## src/rtl/uart_pkg.sv

```systemverilog
// rtl/uart_pkg.sv - shared UART types, mid-bit constant and baud divider helper
package uart_pkg;

  typedef enum logic [2:0] {
    ST_IDLE,
    ST_START,
    ST_DATA,
    ST_PARITY,
    ST_STOP
  } uart_rx_state_e;

  localparam int UART_OVERSAMPLE_DEF = 16;
  localparam int UART_MID_DEF        = UART_OVERSAMPLE_DEF / 2;

  function automatic int uart_mid(input int os);
    return os / 2;
  endfunction

  // Also used by the transmitter so both sides derive the same bit timing.
  function automatic int uart_div(input int clk_hz, input int baud, input int os);
    int d;
    d = clk_hz / (baud * os);
    return (d < 1) ? 1 : d;
  endfunction

endpackage

```

## src/rtl/uart_rx_baud_tick.sv

```systemverilog
// rtl/uart_rx_baud_tick.sv - oversample tick divider with synchronous clear
module uart_rx_baud_tick #(
  parameter int DIV = 1
) (
  input  logic clk,
  input  logic rst_n,
  input  logic clr_i,
  output logic tick_o
);

  localparam int CW = (DIV > 1) ? $clog2(DIV) : 1;

  logic [CW-1:0] cnt_q, cnt_d;
  logic          wrap;

  always_comb begin
    wrap  = (cnt_q == CW'(DIV - 1));
    cnt_d = cnt_q + CW'(1);
    if (clr_i || wrap) cnt_d = '0;
  end

  // A clear realigns the tick phase to the start edge, so it suppresses the tick.
  assign tick_o = wrap && !clr_i;

  always_ff @(posedge clk) begin
    if (!rst_n) cnt_q <= '0;
    else        cnt_q <= cnt_d;
  end

endmodule

```

## src/rtl/uart_rx_oversampled.sv

```systemverilog
// rtl/uart_rx_oversampled.sv - oversampled 8N1 UART receiver with valid/ready output
// Optional even parity checking and rx_parity_err port with UART_RX_PARITY_EN.
module uart_rx_oversampled
  import uart_pkg::*;
#(
  parameter int CLK_FREQ_HZ = 1_843_200,
  parameter int BAUD        = 115200,
  parameter int OVERSAMPLE  = 16,
  parameter int DATA_BITS   = 8
) (
  input  logic                 clk,
  input  logic                 rst_n,
  input  logic                 rx,
  input  logic                 rx_ready,
  output logic [DATA_BITS-1:0] rx_data,
  output logic                 rx_valid,
  output logic                 rx_busy,
  output logic                 rx_frame_err,
  output logic                 rx_overrun
`ifdef UART_RX_PARITY_EN
  ,
  output logic                 rx_parity_err
`endif
);

  localparam int DIV = uart_div(CLK_FREQ_HZ, BAUD, OVERSAMPLE);
  localparam int M   = uart_mid(OVERSAMPLE);
  localparam int SW  = $clog2(OVERSAMPLE);
  localparam int BW  = $clog2(DATA_BITS + 1);

  logic                 rx_meta_q, rxs_q, rxs_prev_q;
  uart_rx_state_e       state_q, state_d;
  logic [SW-1:0]        s_q, s_d;
  logic [BW-1:0]        bit_cnt_q, bit_cnt_d;
  logic [1:0]           smp_q, smp_d;
  logic [DATA_BITS-1:0] shift_q, shift_d, data_q, data_d;
  logic                 valid_q, valid_d, frame_err_q, frame_err_d, overrun_q, overrun_d;
  logic                 stop_wait_q, stop_wait_d;
  logic                 drop_q, drop_d;
  logic                 par_err_q, par_err_d;
  logic                 start_edge, tick, vote, vote_now, load;

  assign start_edge = (state_q == ST_IDLE) && rxs_prev_q && !rxs_q;
  assign vote       = (smp_q[0] & smp_q[1]) | (smp_q[0] & rxs_q) | (smp_q[1] & rxs_q);
  assign vote_now   = tick && (s_q == SW'(M + 1));

  uart_rx_baud_tick #(.DIV(DIV)) u_tick (
    .clk    (clk),
    .rst_n  (rst_n),
    .clr_i  (start_edge),
    .tick_o (tick)
  );

  always_comb begin
    state_d     = state_q;
    s_d         = s_q;
    bit_cnt_d   = bit_cnt_q;
    smp_d       = smp_q;
    shift_d     = shift_q;
    stop_wait_d = stop_wait_q;
    drop_d      = drop_q;
    frame_err_d = 1'b0;
    par_err_d   = 1'b0;
    load        = 1'b0;

    // s free-runs across the whole frame so state changes at the vote keep bit alignment.
    if (state_q != ST_IDLE && tick) begin
      s_d = (s_q == SW'(OVERSAMPLE - 1)) ? '0 : s_q + SW'(1);
      if (s_q == SW'(M - 1)) smp_d[0] = rxs_q;
      if (s_q == SW'(M))     smp_d[1] = rxs_q;
    end

    case (state_q)
      ST_IDLE: begin
        if (start_edge) begin
          state_d     = ST_START;
          s_d         = '0;
          bit_cnt_d   = '0;
          stop_wait_d = 1'b0;
          drop_d      = 1'b0;
        end
      end
      ST_START: begin
        if (vote_now) state_d = vote ? ST_IDLE : ST_DATA;
      end
      ST_DATA: begin
        if (vote_now) begin
          shift_d   = {vote, shift_q[DATA_BITS-1:1]};
          bit_cnt_d = bit_cnt_q + BW'(1);
          if (bit_cnt_q == BW'(DATA_BITS - 1)) begin
`ifdef UART_RX_PARITY_EN
            state_d = ST_PARITY;
`else
            state_d = ST_STOP;
`endif
          end
        end
      end
`ifdef UART_RX_PARITY_EN
      ST_PARITY: begin
        if (vote_now) begin
          if (vote != ^shift_q) begin
            par_err_d = 1'b1;
            drop_d    = 1'b1;
          end
          state_d = ST_STOP;
        end
      end
`endif
      ST_STOP: begin
        if (stop_wait_q) begin
          if (rxs_q) begin
            state_d     = ST_IDLE;
            stop_wait_d = 1'b0;
          end
        end else if (vote_now) begin
          if (vote) begin
            load    = !drop_q;
            state_d = ST_IDLE;
          end else begin
            frame_err_d = 1'b1;
            stop_wait_d = 1'b1;
          end
        end
      end
      default: state_d = ST_IDLE;
    endcase

    data_d    = load ? shift_q : data_q;
    valid_d   = load | (valid_q & !rx_ready);
    overrun_d = load & valid_q & !rx_ready;
  end

  always_ff @(posedge clk) begin
    if (!rst_n) begin
      rx_meta_q   <= 1'b1;
      rxs_q       <= 1'b1;
      rxs_prev_q  <= 1'b1;
      state_q     <= ST_IDLE;
      s_q         <= '0;
      bit_cnt_q   <= '0;
      smp_q       <= '0;
      shift_q     <= '0;
      data_q      <= '0;
      valid_q     <= 1'b0;
      frame_err_q <= 1'b0;
      overrun_q   <= 1'b0;
      stop_wait_q <= 1'b0;
      drop_q      <= 1'b0;
      par_err_q   <= 1'b0;
    end else begin
      rx_meta_q   <= rx;
      rxs_q       <= rx_meta_q;
      rxs_prev_q  <= rxs_q;
      state_q     <= state_d;
      s_q         <= s_d;
      bit_cnt_q   <= bit_cnt_d;
      smp_q       <= smp_d;
      shift_q     <= shift_d;
      data_q      <= data_d;
      valid_q     <= valid_d;
      frame_err_q <= frame_err_d;
      overrun_q   <= overrun_d;
      stop_wait_q <= stop_wait_d;
      drop_q      <= drop_d;
      par_err_q   <= par_err_d;
    end
  end

  assign rx_data      = data_q;
  assign rx_valid     = valid_q;
  assign rx_busy      = (state_q != ST_IDLE);
  assign rx_frame_err = frame_err_q;
  assign rx_overrun   = overrun_q;
`ifdef UART_RX_PARITY_EN
  assign rx_parity_err = par_err_q;
`endif

endmodule

```

## config.mk

```make
export PLATFORM = sky130hd
export DESIGN_NAME = uart_rx_oversampled
export DESIGN_NICKNAME = d
export VERILOG_FILES = /design/src/rtl/uart_pkg.sv /design/src/rtl/uart_rx_baud_tick.sv /design/src/rtl/uart_rx_oversampled.sv
export SDC_FILE = /design/constraint.sdc
export NUM_CORES = 1
export LEC_CHECK = 0
export CAP_MARGIN = 10
export CORE_MARGIN = 4
export CORE_UTILIZATION = 60
export DETAILED_ROUTE_END_ITERATION = 12
export GPL_TIMING_DRIVEN = 1
export PLACE_DENSITY = 0.82
export RECOVER_POWER = 100
export SKIP_CTS_REPAIR_TIMING = 1
export SLEW_MARGIN = 10
export SYNTH_ARGS = -nofsm -noshare
export SYNTH_HDL_FRONTEND = slang
export SYNTH_HIERARCHICAL = 1
export SYNTH_SLANG_ARGS = --single-unit
```

## constraint.sdc

```tcl
create_clock -name clk -period 3 [get_ports clk]
set_input_delay 0.6 -clock clk [delete_from_list [all_inputs] [get_ports clk]]
set_output_delay 0.6 -clock clk [all_outputs]
set_load 0.02 [all_outputs]
```

Yosys cells after proc, flatten, opt, wreduce, memory -nomap -nowiden:

Cells that the tools add are included.

* bitwise logic cells: 12
* equality and inequality tests: 15
* multiplexer cells: 27
* add/sub/neg operators: 3
* reductions and logical operators: 21

Operator list (count)
* $mux 3: 8
* $mux 4: 6
* $eq 4x4->1 const B: 3
* $pmux 3 s4: 1
* $mux 1: 9
* $ne 3x3->1 const B: 3
* $add 4x1->4 const B: 2
* $eq 4x3->1 const B: 2
* $pmux 4 s2: 1
* $reduce_and 2->1: 4
* $reduce_and 7->1: 1
* $and 1x1->1: 6
* $ne 2x2->1 const B: 3
* $logic_and 1x1->1: 5
* $reduce_bool 2->1: 2
* $eq 3x1->1 const B: 1
* $eq 3x2->1 const B: 1
* $eq 3x3->1 const B: 1
* $logic_not 1->1: 3
* $logic_not 3->1: 1
* $not 1->1: 3
* $or 1x1->1: 3
* $reduce_and 3->1: 1
* $reduce_bool 3->1: 1
* other kinds (7): 7

* word-level logic and storage cells: 93
* input port bits: 4
* register bits after elaboration: 37
* output and inout bits: 12

Longest topological paths before layout:

Gate-level depths: netlist (run 1).

* depth after elaboration: 11
* mapped depth: 8

Cells and area by module:

The synthesis (run 1) kept the hierarchy.

By module, submodules not included
* uart_rx_oversampled: instances 1, area an instance 1627.8 µm², cells each 181
* uart_rx_baud_tick: instances 1, area an instance 27.5 µm², cells each 3

Worst setup path before layout (run 1):

OpenSTA, ideal clock, no wires.

* kind: reg2reg
* start point: reg state_q[0]
* end point: reg bit_cnt_q[3]
* data required time: 2.932 ns
* setup slack: 0.932 ns
* path buffers: 2
* cell stages (with the launch flop): 9
* data arrival time: 2.000 ns
* path through: dfxtp_1 -> or3_1 -> clkbuf_1 -> nor2_1 -> nor2_1 -> nand4b_1 -> buf_2 -> or4_4 -> a21oi_2

* word-level cells in the longest chain between the ends: 8
* elaborated cells between the ends (all ways): 12
* classes of those cells: eq/ne: 3; mux: 1; reduce/logical: 8

Ends and longest elaborated chain
* from (decl): RTL line uart_rx_oversampled.sv:32 `uart_rx_state_e state_q, state_d;`
* from (signal assigned): RTL line uart_rx_oversampled.sv:155 `state_q <= state_d;`
* $logic_not 3->1: RTL line uart_rx_oversampled.sv:43 `assign start_edge = (state_q == ST_IDLE) && rxs_prev_q && !rxs_q;`
* $logic_and 1x1->1 (2 in a row): RTL line uart_rx_oversampled.sv:43
* net start_edge: RTL line uart_rx_oversampled.sv:41 `logic start_edge, tick, vote, vote_now, load;`
* $logic_not 1->1: RTL line uart_rx_baud_tick.sv:23 `assign tick_o = wrap && !clr_i;`
* $logic_and 1x1->1: RTL line uart_rx_baud_tick.sv:23
* net tick: RTL line uart_rx_oversampled.sv:41
* $logic_and 1x1->1: RTL line uart_rx_oversampled.sv:45 `assign vote_now = tick && (s_q == SW'(M + 1));`
* $ne 2x2->1 (no source line)
* $reduce_and 3->1 (no source line)
* to (signal assigned): RTL line uart_rx_oversampled.sv:157 `bit_cnt_q <= bit_cnt_d;`
* to (decl): RTL line uart_rx_oversampled.sv:34 `logic [BW-1:0] bit_cnt_q, bit_cnt_d;`

The timed path passes the listed nets, and every way through them passes these cells.
A chain may end at the register's enable or synchronous reset.

Final worst setup path (run 1):

* start point: reg state_q[0]
* end point: out rx_busy

* word-level cells in the longest chain between the ends: 1

Ends and longest elaborated chain
* $reduce_bool 3->1: RTL line uart_rx_oversampled.sv:172 `assign rx_busy = (state_q != ST_IDLE);`
* to (decl): RTL line uart_rx_oversampled.sv:17 `output logic rx_busy,`

Every way passes these cells.

==> results of run 1 <==
[cell usage after synthesis (2+ instances only)]
| cell type | number | area (um2) |
|---|---|---|
| nand2_1 | 19 | 71.3 |
| nand3b_1 | 2 | 15.0 |
| mux2i_1 | 8 | 80.1 |
| nand3_1 | 13 | 65.1 |
| nand4b_1 | 2 | 17.5 |
| o21ai_0 | 10 | 50.1 |
| o221ai_1 | 2 | 17.5 |
| o31ai_1 | 4 | 30.0 |
| nor2_1 | 6 | 22.5 |
| ha_1 | 4 | 50.1 |
| dfxtp_1 | 37 | 741 |
| or3b_2 | 2 | 17.5 |
| inv_1 | 7 | 26.3 |
| or3_1 | 4 | 25.0 |
| nand2b_1 | 5 | 31.3 |
| buf_2 | 3 | 15.0 |
| a21oi_1 | 19 | 95.1 |
| clkbuf_1 | 7 | 26.3 |
[worst max-delay path: stages, from the launching register on]
cell and delay, ns:
dfxtp_1 0.45, or3_1 0.52, dlygate4sd3_1 0.70
[cells by family after synthesis]
group           after synthesis  synth area share [%]
compound gates               47                  17.9
xor+xnor                      1                 0.529
flops                        37                  44.7
mux                           8                  4.84
buf+inv                      19                  4.99
other cells                   1                 0.227
simple gates                 66                  23.1
fa+ha+maj                     5                  3.63
[area by class of cell]
type	instances	area [um2]	area share, %
Tap cell	30	37.5	2.03
Inverter	7	26.3	1.42
Multi-Input combinational cell	128	822	44.5
Clock buffer	7	55.1	2.98
Timing Repair Buffer	18	165	8.94
Sequential cell	37	741	40.1
[per-stage QoR]
| step | power, mW | hold slack (ns) | cells |
|---|---|---|---|
| 3_3_place_gp | 0.540 | 0.395 | 220 |
| 5_1_grt | 0.832 | 0.456 | 227 |
| 3_5_place_dp | 0.541 | 0.401 | 220 |
| 2_1_floorplan | 0.529 | 0.386 | 184 |
| 6_report | 0.798 | 0.427 | 227 |
| 4_1_cts | 0.802 | 0.425 | 227 |
[worst max-delay path by stage]
stage	cells after the start	endpoint	slack (ns)
2_1_floorplan	8	bit_cnt_q[3]$_SDFFE_PN0P_	0.93
3_3_place_gp	7	state_q[1]$_SDFFE_PN0P_	0.67
3_5_place_dp	7	state_q[1]$_SDFFE_PN0P_	0.56
4_1_cts	2	rx_busy	0.49
5_1_grt	7	state_q[1]$_SDFFE_PN0P_	0.24
6_report	2	rx_busy	0.39
[layer usage]
layer  vias up  share of wire, %  track usage, %
met3         5               4.5            8.51
met5         -                 0               0
met1       631                47            28.4
met2        30                46            33.5
li1        690                 -               -
met4         0               1.7            6.81
[registers in the layout, indices dropped and copies added, names as in the netlist]
register and cells:
bit_cnt_q 4, s_q 4, rx_data 8, rx_meta_q 1
smp_q 2, rx_valid 1, shift_q 8, rxs_q 1
u_tick/cnt_q 1, rx_frame_err 1, rx_overrun 1, rxs_prev_q 1
state_q 3, stop_wait_q 1
[power by group through the flow]
stage	Combinational, mW	Clock [mW]	Sequential [mW]
2_1_floorplan	0.0214	0	0.508
3_3_place_gp	0.0298	0	0.510
3_5_place_dp	0.0309	0	0.510
4_1_cts	0.0311	0.272	0.499
5_1_grt	0.0335	0.298	0.500
6_report	0.0300	0.269	0.499
==> results.cfg, run 1 <==
[final_layout]
diodes = 0
fillCellCount = 213
final_common_cell = dfxtp_1
finalNetCount = 205
finalInstanceArea_um2 = 1850
area_delta_synth_final_pct = 11.6
fin_util_pct = 72.6
final_cell_mix = dfxtp_1, a21oi_1, nand2_1
layout-drive-gt1-share_pct = 7.11

[die]
initial_core_util_pct = 65.0
dieArea_um2 = 3660
die_w_um = 60.5
row_count = 18
io_pins = 16
dieHeight_um = 60.5
core_area_um2 = 2540

[clock_tree]
htreeDepth = 2
cts_root_buf = clkbuf_4
clk_pin_slew_worst_paths_ns = 0.11
cts_tree = yes
clkSinkCount = 37
clk_latency_ns = 0.35
cts_buffers = 5
cts_buffer_depth = 2

[worst_setup_path]
r2r-start = state_q[0]$_SDFFE_PN0P_
end_kind = output pin
cp-start-kind = register
reg2reg_depth = 7
crit_required_ns = 2.40
r2r_slack_ns = 0.46
r2r_end = state_q[1]$_SDFFE_PN0P_
worstSetupPathType = reg -> out
cp-startpoint = state_q[0]$_SDFFE_PN0P_
arrival_ns = 2.01
path_max_fanout = 14

[grt]
antenna_found_initial = 0
gr-usage-all-layers_pct = 21.8
grt_pass1_wl_mm = 5.91
first_global_vias = 1256
grt_overflow = 0
grt_max_degree = 18

[power_and_ir_drop]
leakage_nw = 0.703
power.internal_mw = 0.616
p_sw_share_pct = 22.9
clock_power_share_pct = 33.7
power.net_switching_mw = 0.182
cellPowerDensity_nw_per_um2 = 432
power.combinational.fraction_pct = 3.8
pwr-share-seq_pct = 62.6
ir_worst_vdd_uv = 431

[detailed_routing]
first_pass_iters = 4
ant_nets = 0
drcViolationCount = 0
routedWlPerCell_um = 15.0
vias = 1356
wl_mm = 3.40
drt_first_iter_violations = 37
viasPerCell = 5.97

[hold_path]
hp-start = rx_meta_q$_SDFF_PN1_
min_path_type = reg -> reg
hold_depth = 1
hold_end = rxs_q$_SDFF_PN1_

[sta]
maxSlewViolCount = 0
clock.fmax_ghz = 0.384
worstMarginPinSlew_ns = 0.959
worst_slack_ns = 0.393
period_share_pct = 86.9
post-route-min-period_ns = 2.61
rsz0062_at_grt = no
tns_ns = 0
hold_viol = 0
setup_violations = 0
clock_skew_ns = 0.00781
worst_slew_margin_rel_pct = 35.5

[yosys]
synth_cell_types = 48
synth_nets = 192
synthArstFlopShare_pct = 0
synth_flop_cell = dfxtp_1
yosys_warnings = 6
syn_area_per_cell_um2 = 9.00
ys_ff_latch = 37
netlist_area_um2 = 1660
synth_edf_count = 0
synth_cells = 184
ys_seq_area_share_pct = 44.7

[placed_design]
io_buffers = 15
place_congestion = 0.896
dp_slack_ns = 0.555
place_area_um2 = 1810
place_hpwl_mm = 2.42

[outcome]
status = finished, final reports clean

[run]
maxCapViolCount = 0
Power figures use the tool's default switching activity.
==> run 2, diff against run 1 <==
--- a/config.mk
+++ b/config.mk
@@ -7,10 +7,12 @@
 export LEC_CHECK = 0
 export CAP_MARGIN = 10
 export CORE_MARGIN = 4
-export CORE_UTILIZATION = 60
+export CORE_UTILIZATION = 66
+export CTS_CLUSTER_DIAMETER = 150
 export DETAILED_ROUTE_END_ITERATION = 12
+export DONT_BUFFER_PORTS = 1
 export GPL_TIMING_DRIVEN = 1
-export PLACE_DENSITY = 0.82
+export PLACE_DENSITY = 0.81
 export RECOVER_POWER = 100
 export SKIP_CTS_REPAIR_TIMING = 1
 export SLEW_MARGIN = 10
@@ -18,3 +20,4 @@
 export SYNTH_HDL_FRONTEND = slang
 export SYNTH_HIERARCHICAL = 1
 export SYNTH_SLANG_ARGS = --single-unit
+export TNS_END_PERCENT = 50
==> results.cfg, run 2 (synthesis results as in run 1) <==
[outcome]
status = finished, final reports clean

[worst_setup_path]
r2r-start = state_q[0]$_SDFFE_PN0P_
r2r_end = state_q[2]$_SDFFE_PN0P_
cp-start-kind = register
crit_chain = or3_1, nor2_1, nor2_1, nand4b_1, clkbuf_1, a32oi_1, o221a_2
r2r_slack_ns = 0.37
end_kind = register
worstSetupPathType = reg -> reg
arrival_ns = 2.86
max_stage_delay_ns = 0.62
cp_slowest_cell = or3_1
crit_top_cell = nor2_1
path_max_fanout = 14
crit_required_ns = 3.23
reg2reg_depth = 7
crit_end = state_q[2]$_SDFFE_PN0P_
cp-startpoint = state_q[0]$_SDFFE_PN0P_

[die]
initial_core_util_pct = 72.1
dieArea_um2 = 3370
io_pins = 16
dieHeight_um = 58.1
row_count = 17
die_w_um = 58.1
core_area_um2 = 2300

[power_and_ir_drop]
leakage_nw = 0.616
finalPower_mw = 0.845
ir_worst_vdd_uv = 437
cellPowerDensity_nw_per_um2 = 494

[sta]
maxSlewViolCount = 0
clock.fmax_ghz = 0.380
hold_viol = 0
rsz0062_at_grt = no
worst_slack_ns = 0.367
setup_violations = 0
tns_ns = 0
holdWs_ns = 0.349
worstMarginPinSlew_ns = 0.892
worst_slew_margin_rel_pct = 40.0
post-route-min-period_ns = 2.63
period_share_pct = 87.8
clock_skew_ns = 0.00945

[clock_tree]
cts_buffer_depth = 2
clk_pin_slew_worst_paths_ns = 0.11
htreeDepth = 2
clk_latency_ns = 0.33
clkSinkCount = 37
cts_buffers = 5
cts_tree = yes
cts_root_buf = clkbuf_4

[final_layout]
area_delta_synth_final_pct = 3.40
instances_no_fill = 209
layout-drive-gt1-share_pct = 8.84
fillCellCount = 176
fin_util_pct = 74.5
diodes = 0
final_cell_mix = dfxtp_1, a21oi_1, nand2_1
finalNetCount = 189
finalInstanceArea_um2 = 1710
final_common_cell = dfxtp_1

[detailed_routing]
drcViolationCount = 0
first_pass_iters = 4
wl_mm = 3.39
drt_first_iter_violations = 91
vias = 1339
viasPerCell = 6.41
ant_nets = 0
routedWlPerCell_um = 16.2

[grt]
grt_pass1_wl_mm = 5.83
first_global_vias = 1316
antenna_found_initial = 0
grt_overflow = 0
gr-usage-all-layers_pct = 21.8
grt_max_degree = 26

[placed_design]
place_congestion = 0.833
dp_slack_ns = 0.506
place_area_um2 = 1650
dp.cells = 202
io_buffers = 0
place_hpwl_mm = 2.32

[hold_path]
min_path_type = in -> reg

[run]
maxCapViolCount = 0
run 2: changes by cell type in the layout (fill, tap and decap cells not counted), sizes merged:
cell and change:
buf -1, bufinv +1, clkbuf -2, clkdlybuf4s50 -2, clkinv +1, dlygate4sd3 -13
run 2: worst min-delay path by stage:
stage                               startpoint                    end  depth (start not counted)
final                                    rst_n  rxs_prev_q$_SDFF_PN1_                          1
after detailed placement  rx_meta_q$_SDFF_PN1_       rxs_q$_SDFF_PN1_                          1
after global placement    rx_meta_q$_SDFF_PN1_       rxs_q$_SDFF_PN1_                          1
after global routing                     rst_n   rx_meta_q$_SDFF_PN1_                          1
after CTS                                rst_n   rx_meta_q$_SDFF_PN1_                          1
after floorplan           rx_meta_q$_SDFF_PN1_       rxs_q$_SDFF_PN1_                          1
run 2: critical path: cells and delay by family (launching register included):
family                 cells  cell delay (ns)
AO/OA/AOI/OAI              2             0.47
buffers and inverters      1             0.42
flip-flops                 1             0.46
AND/OR/NAND/NOR            4             1.19
run 2: cell type report:
class | instances | area (um2) | area share, %
repair buffers | 2 | 8.76 | 0.512
well taps | 28 | 35.0 | 2.05
clock inverters | 2 | 35.0 | 2.05
inverters | 7 | 26.3 | 1.54
multi-input cells | 128 | 828 | 48.4
clock buffers | 5 | 37.5 | 2.19
flip-flops and latches | 37 | 741 | 43.3
run 2: power breakdown:
group	switching [mW]	leakage [nW]	total (mW)	internal, mW
Sequential	0.00499	0.299	0.499	0.494
Clock	0.156	0.0410	0.325	0.170
Combinational	0.0141	0.276	0.0205	0.00631
run 2: routing by layer:
| layer | up-vias | global-route usage [%] | wire [um] |
|---|---|---|---|
| met5 | - | 0 | 0 |
| li1 | 657 | - | - |
| met4 | 0 | 7.28 | 29 |
| met3 | 4 | 4.90 | 201 |
| met2 | 47 | 35.8 | 1580 |
| met1 | 631 | 28.2 | 1590 |
==> run 3, diff against run 2 <==
--- a/config.mk
+++ b/config.mk
@@ -9,6 +9,7 @@
 export CORE_MARGIN = 4
 export CORE_UTILIZATION = 66
 export CTS_CLUSTER_DIAMETER = 150
+export CTS_CLUSTER_SIZE = 14
 export DETAILED_ROUTE_END_ITERATION = 12
 export DONT_BUFFER_PORTS = 1
 export GPL_TIMING_DRIVEN = 1
==> results of run 3 <==
Same layout as run 2: the final DEF is identical, and so are final timing and power.
